`src/rtl/vdu_timing_gen_if.sv`:
```
// Config port of the VDU timing generator: shadow-register writes and the pending flag.
interface vdu_timing_gen_if #(
  parameter int CORDW = 16
) ();
  logic             cfg_we;
  logic [3:0]       cfg_addr;
  logic [CORDW-1:0] cfg_wdata;
  logic             cfg_pending;

  modport master (output cfg_we, output cfg_addr, output cfg_wdata, input cfg_pending);
  modport slave  (input cfg_we, input cfg_addr, input cfg_wdata, output cfg_pending);
endinterface

```
`src/rtl/vdu_timing_gen.sv`:
```
// Runtime-programmable video timing generator: syncs, data enable, strobes and signed
// coordinates, with shadowed timing registers that switch atomically at the frame boundary.
module vdu_timing_gen #(
  parameter int CORDW    = 16,
  parameter int FCW      = 16,
  parameter int H_RES    = 640,
  parameter int V_RES    = 480,
  parameter int H_FP     = 16,
  parameter int H_SYNC   = 96,
  parameter int H_BP     = 48,
  parameter int V_FP     = 10,
  parameter int V_SYNC   = 2,
  parameter int V_BP     = 33,
  parameter int H_POL    = 0,
  parameter int V_POL    = 0,
  parameter int IRQ_LINE = 0
) (
  input  logic                    clk_pix,
  input  logic                    rst,
  vdu_timing_gen_if.slave         cfg,
  output logic                    hsync,
  output logic                    vsync,
  output logic                    de,
  output logic                    frame,
  output logic                    line,
  output logic                    irq,
  output logic signed [CORDW-1:0] sx,
  output logic signed [CORDW-1:0] sy,
  output logic [FCW-1:0]          frame_cnt
);

  typedef logic signed [CORDW-1:0] coord_t;

  typedef struct packed {
    coord_t     h_res;
    coord_t     h_fp;
    coord_t     h_sync;
    coord_t     h_bp;
    coord_t     v_res;
    coord_t     v_fp;
    coord_t     v_sync;
    coord_t     v_bp;
    logic [1:0] pol;       // {v_pol, h_pol}, 1 = active high
    coord_t     irq_line;
  } timing_t;

  localparam timing_t Init = '{
    h_res:    coord_t'(H_RES),
    h_fp:     coord_t'(H_FP),
    h_sync:   coord_t'(H_SYNC),
    h_bp:     coord_t'(H_BP),
    v_res:    coord_t'(V_RES),
    v_fp:     coord_t'(V_FP),
    v_sync:   coord_t'(V_SYNC),
    v_bp:     coord_t'(V_BP),
    pol:      {V_POL != 0, H_POL != 0},
    irq_line: coord_t'(IRQ_LINE)
  };
  localparam coord_t InitHSta = coord_t'(-(H_FP + H_SYNC + H_BP));
  localparam coord_t InitVSta = coord_t'(-(V_FP + V_SYNC + V_BP));

  timing_t shadow_q, shadow_d, active_q, active_d;
  coord_t  x_q, x_d, y_q, y_d;
  logic    pending_q, pending_d;
  coord_t  wdata;
  logic    cfg_valid, last_x, boundary;
  coord_t  h_sta, h_ss, h_se, v_sta, v_ss, v_se, new_h_sta, new_v_sta;
  logic    hsync_d, vsync_d, de_d, frame_d, line_d, irq_d;

  assign cfg.cfg_pending = pending_q;

  always_comb begin
    h_sta     = -(active_q.h_fp + active_q.h_sync + active_q.h_bp);
    h_ss      = h_sta + active_q.h_fp;
    h_se      = h_ss + active_q.h_sync;
    v_sta     = -(active_q.v_fp + active_q.v_sync + active_q.v_bp);
    v_ss      = v_sta + active_q.v_fp;
    v_se      = v_ss + active_q.v_sync;
    new_h_sta = -(shadow_q.h_fp + shadow_q.h_sync + shadow_q.h_bp);
    new_v_sta = -(shadow_q.v_fp + shadow_q.v_sync + shadow_q.v_bp);
  end

  // Shadow write decode; a zero resolution would stall the raster, so it is stored as 1.
  always_comb begin
    shadow_d  = shadow_q;
    wdata     = coord_t'(cfg.cfg_wdata);
    cfg_valid = cfg.cfg_we && (cfg.cfg_addr <= 4'd9);
    if (cfg.cfg_we) begin
      case (cfg.cfg_addr)
        4'd0:    shadow_d.h_res    = (wdata == '0) ? coord_t'(1) : wdata;
        4'd1:    shadow_d.h_fp     = wdata;
        4'd2:    shadow_d.h_sync   = wdata;
        4'd3:    shadow_d.h_bp     = wdata;
        4'd4:    shadow_d.v_res    = (wdata == '0) ? coord_t'(1) : wdata;
        4'd5:    shadow_d.v_fp     = wdata;
        4'd6:    shadow_d.v_sync   = wdata;
        4'd7:    shadow_d.v_bp     = wdata;
        4'd8:    shadow_d.pol      = cfg.cfg_wdata[1:0];
        4'd9:    shadow_d.irq_line = wdata;
        default: ;
      endcase
    end
  end

  // Raster counters; the boundary edge restarts on the incoming set's blanking start.
  always_comb begin
    last_x    = (x_q == active_q.h_res - coord_t'(1));
    boundary  = last_x && (y_q == active_q.v_res - coord_t'(1));
    x_d       = x_q + coord_t'(1);
    y_d       = y_q;
    active_d  = active_q;
    pending_d = pending_q | cfg_valid;
    if (boundary) begin
      x_d       = new_h_sta;
      y_d       = new_v_sta;
      active_d  = shadow_q;
      pending_d = cfg_valid;
    end else if (last_x) begin
      x_d = h_sta;
      y_d = y_q + coord_t'(1);
    end
  end

  always_comb begin
    de_d    = !x_q[CORDW-1] && !y_q[CORDW-1];
    hsync_d = ((x_q >= h_ss) && (x_q < h_se)) == active_q.pol[0];
    vsync_d = ((y_q >= v_ss) && (y_q < v_se)) == active_q.pol[1];
    frame_d = (x_q == h_sta) && (y_q == v_sta);
    line_d  = (x_q == h_sta) && !y_q[CORDW-1];
    irq_d   = (x_q == h_sta) && (y_q == active_q.irq_line);
  end

  always_ff @(posedge clk_pix or posedge rst) begin
    if (rst) begin
      shadow_q  <= Init;
      active_q  <= Init;
      x_q       <= InitHSta;
      y_q       <= InitVSta;
      pending_q <= 1'b0;
      sx        <= InitHSta;
      sy        <= InitVSta;
      hsync     <= !Init.pol[0];
      vsync     <= !Init.pol[1];
      de        <= 1'b0;
      frame     <= 1'b0;
      line      <= 1'b0;
      irq       <= 1'b0;
      frame_cnt <= '0;
    end else begin
      shadow_q  <= shadow_d;
      active_q  <= active_d;
      x_q       <= x_d;
      y_q       <= y_d;
      pending_q <= pending_d;
      sx        <= x_q;
      sy        <= y_q;
      hsync     <= hsync_d;
      vsync     <= vsync_d;
      de        <= de_d;
      frame     <= frame_d;
      line      <= line_d;
      irq       <= irq_d;
      if (frame_d) frame_cnt <= frame_cnt + 1'b1;
    end
  end

endmodule

```
`src/flat_wrapper.sv`:
```
// flat-port wrapper written by rule: the top's interface ports become plain ports
module vdu_timing_gen_flat 
#(
  parameter int CORDW    = 16,
  parameter int FCW      = 16,
  parameter int H_RES    = 640,
  parameter int V_RES    = 480,
  parameter int H_FP     = 16,
  parameter int H_SYNC   = 96,
  parameter int H_BP     = 48,
  parameter int V_FP     = 10,
  parameter int V_SYNC   = 2,
  parameter int V_BP     = 33,
  parameter int H_POL    = 0,
  parameter int V_POL    = 0,
  parameter int IRQ_LINE = 0
)
  (clk_pix, rst, hsync, vsync, de, frame, line, irq, sx, sy, frame_cnt, cfg_cfg_we, cfg_cfg_addr, cfg_cfg_wdata, cfg_cfg_pending);
  vdu_timing_gen_if #(.CORDW(CORDW)) cfg_i ();
  input  logic clk_pix;
  input  logic rst;
  output logic hsync;
  output logic vsync;
  output logic de;
  output logic frame;
  output logic line;
  output logic irq;
  output logic signed [CORDW-1:0] sx;
  output logic signed [CORDW-1:0] sy;
  output logic [FCW-1:0] frame_cnt;
  input wire logic [$bits(cfg_i.cfg_we)-1:0] cfg_cfg_we;
  input wire logic [$bits(cfg_i.cfg_addr)-1:0] cfg_cfg_addr;
  input wire logic [$bits(cfg_i.cfg_wdata)-1:0] cfg_cfg_wdata;
  output wire logic [$bits(cfg_i.cfg_pending)-1:0] cfg_cfg_pending;
  assign cfg_i.cfg_we = cfg_cfg_we;
  assign cfg_i.cfg_addr = cfg_cfg_addr;
  assign cfg_i.cfg_wdata = cfg_cfg_wdata;
  assign cfg_cfg_pending = cfg_i.cfg_pending;
  vdu_timing_gen #(.CORDW(CORDW), .FCW(FCW), .H_RES(H_RES), .V_RES(V_RES), .H_FP(H_FP), .H_SYNC(H_SYNC), .H_BP(H_BP), .V_FP(V_FP), .V_SYNC(V_SYNC), .V_BP(V_BP), .H_POL(H_POL), .V_POL(V_POL), .IRQ_LINE(IRQ_LINE)) u_core (.clk_pix(clk_pix), .rst(rst), .cfg(cfg_i), .hsync(hsync), .vsync(vsync), .de(de), .frame(frame), .line(line), .irq(irq), .sx(sx), .sy(sy), .frame_cnt(frame_cnt));
endmodule
```
`config.mk`:
```
export PLATFORM = sky130hd
export DESIGN_NAME = vdu_timing_gen_flat
export DESIGN_NICKNAME = d
export VERILOG_FILES = /design/src/rtl/vdu_timing_gen_if.sv /design/src/rtl/vdu_timing_gen.sv /design/src/flat_wrapper.sv
export SDC_FILE = /design/constraint.sdc
export NUM_CORES = 1
export LEC_CHECK = 0
export BUFFER_PORTS_ARGS = -buffer_cell sky130_fd_sc_hd__buf_2
export CORE_ASPECT_RATIO = 0.6
export CORE_MARGIN = 2
export CORE_UTILIZATION = 58
export CTS_BUF_LIST = sky130_fd_sc_hd__clkbuf_16
export CTS_CLUSTER_DIAMETER = 50
export DETAILED_ROUTE_END_ITERATION = 7
export HOLD_SLACK_MARGIN = 0.1
export PLACE_DENSITY = 0.88
export SYNTH_ARGS = -nofsm -noshare
export SYNTH_HDL_FRONTEND = slang
export SYNTH_SLANG_ARGS = --single-unit
```
`constraint.sdc`:
```
create_clock -name clk_pix -period 14.2 [get_ports clk_pix]
set_input_delay 3.55 -clock clk_pix [delete_from_list [all_inputs] [get_ports clk_pix]]
set_output_delay 3.55 -clock clk_pix [all_outputs]
set_load 0.02 [all_outputs]
```
==> summary.md <==
| Metric | Value |
|---|---|
| Status | `completed` |
| PD cells | `124 nW/um^2` |
| Post-synth ARST share | `1.00` |
| N_diodes | `0` |
| Root Buffer | `clkbuf_16` |
| Initial core utilization | `0.586` |
| Tmin final | `a little under 8 ns` |
| Routed WL | `70.3 mm` |
| Drt drc | `0` |
| Final Skew | `0.0229 ns` |
| Ys Warns | `0` |
| Worst vdd ir | `between 0.1 and 0.15 mV` |
| Critical Path Fanout Max | `6` |
| Pleak | `13.4 nW` |
| Final worst-path cycle share | `0.556` |
| FF-to-FF setup slack | `6.31 ns` |
| Startpoint types | `flop` |
| Setup CP Type | `reg -> reg` |
| Cell area after layout | `roughly 28000 um^2` |
| Slew headroom | `0.171` |
| Vias in the first global route | `20200` |
| Dpl cell area | `roughly 27000 um^2` |
| Clock Latency Late Sink | `0.57 ns` |
| Most frequent cells in the layout | `nand2_1 (351), dfrtp_1 (299), ha_1 (255)` |
| Tot Pwr | `roughly 3.5 mW` |
| MaxCap Viol Count | `0` |
| CTS resizes | `0` |
| Crit-path slowest cell | `o41ai_1` |
| Reg clk slew, reported paths | `0.07 ns` |
| H-tree depth | `2` |
| Via count | `20700` |
| Initial DRC Count | `2231` |
| Synthesized Nets | `3093` |
| Share of layout cells above drive strength 1 | `0.148` |
| Synth top area cells | `dfrtp_1 (29%), ha_1 (12%), dfstp_2 (8.0%)` |
| Dominant synthesized flop cell | `dfrtp_1` |
| Most frequent CP cell | `ha_1` |
| Yosys top cell area share | `0.286` |
| FILL cells | `3428` |
| RSZ-0062 raised after global routing | `no` |
| Port bufs | `77` |
| Largest net degree at the start of global routing | `197` |
| Peak Freq | `roughly 0.13 GHz` |
| CTS tree | `built` |
| GRT Total Usage | `0.295` |
| Final hold viol count | `0` |
| Number of synthesized flops with an enable pin | `0` |
| Gate Count Post-Synth | `2751` |
| Cell row count | `60` |
| Worst-margin pin slew | `1.24 ns` |
| Vias per cell | `6.11` |
| Initial antenna violation count | `1` |
| Routed length per instance | `20.8 um` |
| Setup violations, final | `0` |
| Worst setup slack after placement | `6.54 ns` |
| Final HPWL DP | `52.0 mm` |
| Routability cong. | `0.945` |
| HP Class | `reg -> reg` |
| Critical Path End Type | `flop` |
| Area Growth Syn to Fin | `7.78%` |
| Netlist cell types | `83` |
| Clock Path Buffers | `3` |
| Global route overflow | `0` |
| CTS Sinks | `379` |
| Die height | `169 um` |
| Post-layout util | `0.632` |
| Syn Std Cell Area | `26200 um^2` |
| Final non-filler cell total | `3386` |
| Width of the die | `278 um` |
| Setup TNS | `0 ns` |
| Syn avg cell area | `9.51 um^2` |
| Yosys reg bits | `approximately 380` |
| Cts hold-fix bufs | `0` |
| Core area | `44700 um^2` |
| Slowest Stage Delay on Critical Path | `0.59 ns` |
| Synth area leader | `dfrtp_1` |
| Setup bufs post-CTS | `0` |
| Post-Place Cells | `between 3000 and 4000` |
| Die ar. | `46900 um^2` |
| Worst EP required | `14.69 ns` |
| Drt pass-1 iters | `7` |
| Worst hold slack | `0.450 ns` |
| Setup ws final | `about 6.3 ns` |
| Pins Over Slew Limit | `0` |
| First-pass GRT wire length | `110 mm` |
| Antenna Nets Post-Route | `0` |
| TritonCTS Buffers | `41` |
| Part of the Yosys area used for sequential elements | `0.366` |
| Final nets | `3106` |
| I/O pin cnt | `78` |
| Arrival time of the worst setup path | `8.38 ns` |
| Commonest non-fill, non-tap cell in the layout | `nand2_1` |
[cells by family (layout without fill, tap and decap cells)]
logic type	Yosys count	after routing	synth area share
simple gates	815	815	0.148
compound gates	486	486	0.113
flops	379	379	0.366
buf+inv	362	408	0.0544
fa+ha+maj	319	319	0.171
xor+xnor	226	226	0.0778
mux	164	164	0.0700
[flip-flops by register name (all words and copies together), names as in the netlist, 16 cells and up]
register	flops
u_core.sx	16
u_core.active_q	146
u_core.x_q	16
u_core.sy	16
u_core.shadow_q	146
u_core.y_q	16
u_core.frame_cnt	16
[cell type report]
cell class	instances	area [um^2]	area share
tap	589	737	0.0261
multi-input combinational	2010	15200	0.538
clock inverter	34	246	0.00874
inverter	244	923	0.0327
sequential	379	9580	0.340
clock buffer	42	1050	0.0373
timing repair buffer	88	480	0.0170
[worst max-delay path: cells and delay by family (launching register included)]
kind            cells  cell delay (ns)
fa+ha+maj           7             2.49
compound gates     13             3.14
buf+inv             4             0.29
xor+xnor            1             0.19
mux                 1             0.42
flops               1             0.55
simple gates        3             0.77
[cells in the mapped netlist, types with 12 or more instances]
cell type / n
buf_1: 13
nand2b_1: 29
dfstp_2: 80
and3_1: 19
a31oi_1: 12
xnor2_1: 111
nand2_1: 352
a21boi_0: 12
nor2_1: 139
fa_1: 64
inv_1: 244
nor4_1: 27
xor2_1: 111
o21ai_0: 178
nor3_1: 46
o21ai_1: 19
ha_1: 255
a21oi_1: 120
a211oi_1: 16
dfrtp_1: 299
nand3_1: 51
clkbuf_1: 71
buf_2: 28
or3_1: 22
nor2b_1: 29
a21o_1: 33
nand4_1: 26
mux2_2: 152
[where the power goes]
part           total, mW  internal, mW  switching [mW]  leakage (nW)
Combinational       1.18         0.526           0.649          7.99
Sequential          1.27          1.19          0.0868          4.76
Clock               1.06         0.569           0.490         0.677
[worst paths after layout]
path,cells past startpoint,startpoint,to
min in group asynchronous,2,rst,u_core.active_q[114]
max reg2reg,29,u_core.active_q[35],u_core.vsync
min,0,u_core.x_q[13],u_core.sx[13]
max,29,u_core.active_q[35],u_core.vsync
min reg2reg,0,u_core.x_q[13],u_core.sx[13]
max in group asynchronous,3,rst,u_core.frame_cnt[3]
[layer usage]
layer | global-route usage | up-vias | part of all wire
met5 | 0 | - | 0.00019
met4 | 0.0651 | 2 | 0.019
met3 | 0.0740 | 118 | 0.10
li1 | - | 9418 | -
met1 | 0.451 | 10200 | 0.46
met2 | 0.422 | 938 | 0.41
(Power assumes the default switching activity.)
